<file path="src/rtl/cms_axis_downsizer_pkg.sv">
// Shared constants, item type and sizing helper for the CMS AXI-stream downsizer.
package cms_axis_downsizer_pkg;

  localparam int AXI_DATA_WIDTH          = 1024;
  localparam int CMS_DOWNSIZER_OUT_WIDTH = 64;

  typedef struct packed {
    logic [AXI_DATA_WIDTH-1:0] data;
    logic                      last;
  } cms_item_t;

  function automatic int beats_per_item(input int in_w, input int out_w);
    return in_w / out_w;
  endfunction

endpackage

</file>
<file path="src/rtl/cms_axis_downsizer_if.sv">
// AXI-stream handshake bundle used for both the wide input and narrow output sides.
interface cms_axis_downsizer_if #(
  parameter int WIDTH = 64
);
  logic             tvalid;
  logic             tready;
  logic [WIDTH-1:0] tdata;
  logic             tlast;

  modport master (output tvalid, tdata, tlast, input tready);
  modport slave  (input tvalid, tdata, tlast, output tready);
endinterface

</file>
<file path="src/rtl/cms_axis_downsizer_item_buffer.sv">
// DEPTH-entry FIFO of {last, data} items; the caller gates push on !full and pop on !empty.
module cms_axis_downsizer_item_buffer
  import cms_axis_downsizer_pkg::*;
#(
  parameter int WIDTH = AXI_DATA_WIDTH + 1,
  parameter int DEPTH = 2
) (
  input  logic                   clk,
  input  logic                   rst,
  input  logic                   push,
  input  logic [WIDTH-1:0]       push_data,
  input  logic                   pop,
  output logic                   full,
  output logic                   empty,
  output logic [$clog2(DEPTH):0] count,
  output logic [WIDTH-1:0]       head
);

  localparam int PW = $clog2(DEPTH);

  logic [WIDTH-1:0] mem [DEPTH];
  logic [PW-1:0]    wr_ptr;
  logic [PW-1:0]    rd_ptr;

  // Power-of-two depth lets the pointers wrap naturally.
  always_ff @(posedge clk or posedge rst) begin
    if (rst) begin
      wr_ptr <= '0;
      rd_ptr <= '0;
      count  <= '0;
      for (int i = 0; i < DEPTH; i++) mem[i] <= '0;
    end else begin
      if (push) begin
        mem[wr_ptr] <= push_data;
        wr_ptr      <= wr_ptr + 1'b1;
      end
      if (pop) rd_ptr <= rd_ptr + 1'b1;
      case ({push, pop})
        2'b10:   count <= count + 1'b1;
        2'b01:   count <= count - 1'b1;
        default: count <= count;
      endcase
    end
  end

  assign full  = (count == (PW+1)'(DEPTH));
  assign empty = (count == '0);
  assign head  = mem[rd_ptr];

endmodule

</file>
<file path="src/rtl/cms_axis_downsizer.sv">
// Splits wide trace items into LSB-first narrow beats; define
// CMS_AXIS_DOWNSIZER_ITEM_COUNTER_EN to add the items_forwarded output.
module cms_axis_downsizer
  import cms_axis_downsizer_pkg::*;
#(
  parameter int IN_WIDTH  = AXI_DATA_WIDTH,
  parameter int OUT_WIDTH = CMS_DOWNSIZER_OUT_WIDTH,
  parameter int DEPTH     = 2
) (
  input  logic                  clk,
  input  logic                  rst,
  cms_axis_downsizer_if.slave   S_AXIS,
  cms_axis_downsizer_if.master  M_AXIS,
  output logic                  busy
`ifdef CMS_AXIS_DOWNSIZER_ITEM_COUNTER_EN
  ,
  output logic [31:0]           items_forwarded
`endif
);

  localparam int BEATS = beats_per_item(IN_WIDTH, OUT_WIDTH);
  localparam int BW    = (BEATS > 1) ? $clog2(BEATS) : 1;
  localparam logic [BW-1:0] LAST_BEAT = BW'(BEATS - 1);

  if ((IN_WIDTH % OUT_WIDTH) != 0 || IN_WIDTH < OUT_WIDTH) begin : g_bad_width
    $error("cms_axis_downsizer: IN_WIDTH must be a multiple of OUT_WIDTH");
  end
  if (DEPTH < 2 || (DEPTH & (DEPTH - 1)) != 0) begin : g_bad_depth
    $error("cms_axis_downsizer: DEPTH must be a power of 2 and at least 2");
  end

  logic [IN_WIDTH:0]        head;
  logic [$clog2(DEPTH):0]   count;
  logic                     full;
  logic                     empty;
  logic                     push;
  logic                     pop;
  logic                     beat_hs;
  logic                     last_beat;
  logic [BW-1:0]            beat_idx;

  cms_axis_downsizer_item_buffer #(
    .WIDTH (IN_WIDTH + 1),
    .DEPTH (DEPTH)
  ) u_buffer (
    .clk       (clk),
    .rst       (rst),
    .push      (push),
    .push_data ({S_AXIS.tlast, S_AXIS.tdata}),
    .pop       (pop),
    .full      (full),
    .empty     (empty),
    .count     (count),
    .head      (head)
  );

  // tready comes only from registered occupancy, so a pop never frees a slot in the same cycle.
  assign S_AXIS.tready = !full;
  assign push          = S_AXIS.tvalid && !full;

  assign M_AXIS.tvalid = !empty;
  assign beat_hs       = !empty && M_AXIS.tready;
  assign last_beat     = (beat_idx == LAST_BEAT);
  assign pop           = beat_hs && last_beat;
  assign M_AXIS.tdata  = head[int'(beat_idx)*OUT_WIDTH +: OUT_WIDTH];
  assign M_AXIS.tlast  = !empty && head[IN_WIDTH] && last_beat;
  assign busy          = (count != '0);

  always_ff @(posedge clk or posedge rst) begin
    if (rst) begin
      beat_idx <= '0;
    end else if (beat_hs) begin
      beat_idx <= last_beat ? '0 : beat_idx + 1'b1;
    end
  end

`ifdef CMS_AXIS_DOWNSIZER_ITEM_COUNTER_EN
  always_ff @(posedge clk or posedge rst) begin
    if (rst) begin
      items_forwarded <= '0;
    end else if (pop) begin
      items_forwarded <= items_forwarded + 32'd1;
    end
  end
`endif

endmodule

</file>
<file path="src/flat_wrapper.sv">
// flat-port wrapper written by rule: the top's interface ports become plain ports
module cms_axis_downsizer_flat import cms_axis_downsizer_pkg::*;
#(
  parameter int IN_WIDTH  = AXI_DATA_WIDTH,
  parameter int OUT_WIDTH = CMS_DOWNSIZER_OUT_WIDTH,
  parameter int DEPTH     = 2
)
  (clk, rst, busy, S_AXIS_tvalid, S_AXIS_tdata, S_AXIS_tlast, S_AXIS_tready, M_AXIS_tvalid, M_AXIS_tdata, M_AXIS_tlast, M_AXIS_tready);
  cms_axis_downsizer_if S_AXIS_i ();
  cms_axis_downsizer_if M_AXIS_i ();
  input  logic clk;
  input  logic rst;
  output logic busy;
  input wire logic [$bits(S_AXIS_i.tvalid)-1:0] S_AXIS_tvalid;
  input wire logic [$bits(S_AXIS_i.tdata)-1:0] S_AXIS_tdata;
  input wire logic [$bits(S_AXIS_i.tlast)-1:0] S_AXIS_tlast;
  output wire logic [$bits(S_AXIS_i.tready)-1:0] S_AXIS_tready;
  output wire logic [$bits(M_AXIS_i.tvalid)-1:0] M_AXIS_tvalid;
  output wire logic [$bits(M_AXIS_i.tdata)-1:0] M_AXIS_tdata;
  output wire logic [$bits(M_AXIS_i.tlast)-1:0] M_AXIS_tlast;
  input wire logic [$bits(M_AXIS_i.tready)-1:0] M_AXIS_tready;
  assign S_AXIS_i.tvalid = S_AXIS_tvalid;
  assign S_AXIS_i.tdata = S_AXIS_tdata;
  assign S_AXIS_i.tlast = S_AXIS_tlast;
  assign S_AXIS_tready = S_AXIS_i.tready;
  assign M_AXIS_tvalid = M_AXIS_i.tvalid;
  assign M_AXIS_tdata = M_AXIS_i.tdata;
  assign M_AXIS_tlast = M_AXIS_i.tlast;
  assign M_AXIS_i.tready = M_AXIS_tready;
  cms_axis_downsizer #(.IN_WIDTH(IN_WIDTH), .OUT_WIDTH(OUT_WIDTH), .DEPTH(DEPTH)) u_core (.clk(clk), .rst(rst), .S_AXIS(S_AXIS_i), .M_AXIS(M_AXIS_i), .busy(busy));
endmodule
</file>
<file path="config.mk">
export PLATFORM = sky130hd
export DESIGN_NAME = cms_axis_downsizer_flat
export DESIGN_NICKNAME = d
export VERILOG_FILES = /design/src/rtl/cms_axis_downsizer_pkg.sv /design/src/rtl/cms_axis_downsizer_if.sv /design/src/rtl/cms_axis_downsizer_item_buffer.sv /design/src/rtl/cms_axis_downsizer.sv /design/src/flat_wrapper.sv
export SDC_FILE = /design/constraint.sdc
export NUM_CORES = 1
export LEC_CHECK = 0
export BUFFER_PORTS_ARGS = -buffer_cell sky130_fd_sc_hd__buf_2
export CELL_PAD_IN_SITES_DETAIL_PLACEMENT = 0
export CELL_PAD_IN_SITES_GLOBAL_PLACEMENT = 1
export CORE_MARGIN = 3
export CORE_UTILIZATION = 55
export CTS_CLUSTER_SIZE = 12
export DETAILED_ROUTE_END_ITERATION = 6
export GPL_TIMING_DRIVEN = 1
export PLACE_DENSITY = 0.91
export SYNTH_ARGS = -nofsm -noshare
export SYNTH_HDL_FRONTEND = slang
export SYNTH_HIERARCHICAL = 1
export SYNTH_SLANG_ARGS = --single-unit
</file>
<file path="constraint.sdc">
create_clock -name clk -period 192.2 [get_ports clk]
set_input_delay 38.44 -clock clk [delete_from_list [all_inputs] [get_ports clk]]
set_output_delay 38.44 -clock clk [all_outputs]
set_load 0.05 [all_outputs]
</file>
==> qor.txt <==
Post-Layout Inst Area = 112000 um^2
Post-synth EDFFs = 0
Top FF cell, synth = dfrtp_1
clk sinks = 2058
Die X = 423 um
RSZ-0062 raised after global routing = false
Worst Reg-to-Reg Cells = 9
Post-DRT Antenna Nets = 0
postcts setup bufs = 0
CP bufs+invs = 6
first-pass GRT wire length = 318000 um
Clock Latency Late Sink = 820 ps
fin util = 64.9%
startpoint types = register
Worst EP required = 153760 ps
Worst path slowest cell = buf_4
Placement Rows = 152
First-pass DRT Iterations = 5
Final nets = 8038
WL met2 = 95900 um
Max transition margin = 21.4%
WP data arrival = 7200 ps
top cell type by total area after synthesis = dfrtp_1
Synth Area per Inst = 15.8 um^2
largest family of logic cells by synthesized area = multiplexers
final global-route overflow total = 0
Clock Skews = 20.8 ps
CP delay by family, top = buffers and inverters
top cells by area, synth = dfrtp_1 (54%), mux2_2 (34%), mux4_2 (6.0%)
Area Overhead vs Synth = 17.0%
GP Congestion = 0.732
Worst IR Drop VDD = 0.0000175 V
Peak Freq = 21.9 MHz
DP HPWL = 116000 um
Initial Utilization = 55.5%
# Max-Cap Violations = 0
Hold Fails Final Rpt = 0
Min-Delay Path Class = register to register
drt drc = 0
mapped cell area = 95600 um^2
Die Ht = 423 um
hold-critical path depth = 1
hold endpoint = u_core/u_buffer/mem[1241]
pin count of the biggest net entering global routing = 193
DR top layer = met5
Synth Instances = 6046
reg2reg end = u_core/u_buffer/mem[1]
setup TNS = 0 ps
Top cell by count, worst path = buf_4
adder-cell share of the synthesized area = 0.0262%
Via density = 5.10
initial antenna violation count = 16
H-tree Lvls = 4
TritonCTS Buffers = 212
worst slew pin tran = 1180 ps
Synth Register Bits = 2058
mux contribution to synthesized area = 42.3%
CP cell instances = buf_12, buf_12, buf_4, buf_4, buf_4, mux2_2, mux4_2, a22oi_1, nand2_1, buf_2
crit path kind = register to output pin
compound-cell area share of the yosys netlist = 1.02%
GRT Util Overall = 22.1%
Reg clk slew, reported paths = 60 ps
most common cell in the synthesized netlist = mux2_2
final setup vio count = 0
share of layout cells above drive strength 1 = 45.1%
status = complete, no violations
most frequent cells after synthesis = mux2_2 (2873), dfrtp_1 (2058), buf_2 (302)
Worst Min Path Start = u_core/u_buffer/mem[1241]
Synth warnings = 6
cts hold-fix bufs = 0
sequential share of the synthesized area = 53.9%
peak per-stage delay on the critical path = 960 ps
CP max FO = 134
xor/xnor share of the synthesized area = 0.0550%
Cell Area, Placed = 105000 um^2
Leakage = 49.4 nW
Die ar. = 179000 um^2
Metal-1 WL = 85700 um
Netlist cell types = 30
hold_ws = 479 ps
IO Port Bufs = 136
Slew Limit Fails = 0
Cell Pwr Density = 19.1 nW/um^2
core area = 172000 um^2
Worst Setup End Kind = output pin
initial DRC count = 2774
WL per Instance = 18.4 um
CTS tree = yes
metal3 WL = 5650 um
Top-Level Pins = 137
Tcrit/Tclk final = 23.7%
reg2reg start = u_core/u_buffer/count[0]
Clock Tree Buf Depth = 3
vias in the first global route = 60100
R2R setup slack = 186000 ps
wirelength, routed = 192000 um
asr flop ratio synth = 100%
min Tclk post-route = 45630 ps
PostCTS Resize Cnt = 0
CTS root buf = clkbuf_16
vias = 53300
Simple-Gate Fraction of Synth Area = 0.369%
Synth top area share = 53.9%
## cells in the final DEF (no fill, tap or decap), types with 5 or more instances in the layout
cell type  instances
buf_4             67
clkbuf_1          65
buf_12            12
mux2_2          2873
mux4_2           256
clkbuf_16        215
clkinv_2          21
clkbuf_8          60
buf_2            136
bufinv_16          5
mux2_1           203
a22oi_1          128
nand2_1           66
conb_1          1920
inv_6              5
dfrtp_1         2055
## state kept, by name, summed over array words and instances (netlist names)
name,cells
u_core/u_buffer/rd_ptr,1
u_core/u_buffer/mem,2050
u_core/beat_idx,4
u_core/u_buffer/count,2
u_core/u_buffer/wr_ptr,1
## kinds of logic after synthesis
family,count (synthesis)
flops,2058
other cells,1
simple gates,83
mux,3333
buf+inv,432
compound gates,131
fa+ha+maj,2
xor+xnor,6
## metal layers
| metal | track usage [%] | vias to the layer above |
|---|---|---|
| met5 | 0 | - |
| met4 | 6.09 | 14 |
| met3 | 3.35 | 301 |
| met2 | 37.6 | 538 |
| met1 | 29.7 | 28200 |
| li1 | - | 24200 |
## how the worst max path moves through the flow
stage	startpoint	endpoint	slack, ps	depth (start not counted)
2_1_floorplan	rst	u_core/u_buffer/count[0]	95740	1
3_3_place_gp	u_core/u_buffer/rd_ptr	M_AXIS_tdata[18]	147340	10
3_5_place_dp	u_core/u_buffer/rd_ptr	M_AXIS_tdata[18]	147250	10
4_1_cts	u_core/u_buffer/rd_ptr	M_AXIS_tdata[18]	146380	10
5_1_grt	u_core/u_buffer/rd_ptr	M_AXIS_tdata[15]	146180	10
6_report	u_core/u_buffer/rd_ptr	M_AXIS_tdata[18]	146570	10
## power breakdown
group / internal (mW) / switching [mW]
logic: 0.515 / 0.443
registers: 0.658 / 0.113
clock network: 0.235 / 0.166
## metrics by stage
step	instances	total power [mW]	setup WS, ps
floorplan	7965	1.53	95740
global placement	10100	1.70	147340
detailed placement	10100	1.74	147250
CTS	10400	2.15	146380
global route	10400	2.26	146180
finish	10400	2.13	146570
## cell type report
class | count | area, um^2
antenna | 3 | 7.51
clock buffer | 340 | 6450
clock inverter | 36 | 384
fill | 12700 | 60400
inverter | 5 | 26.3
multi-input combinational | 5475 | 49100
sequential | 2058 | 51500
tap | 2310 | 2890
timing repair buffer | 215 | 1420
(Power assumes the default switching activity.)
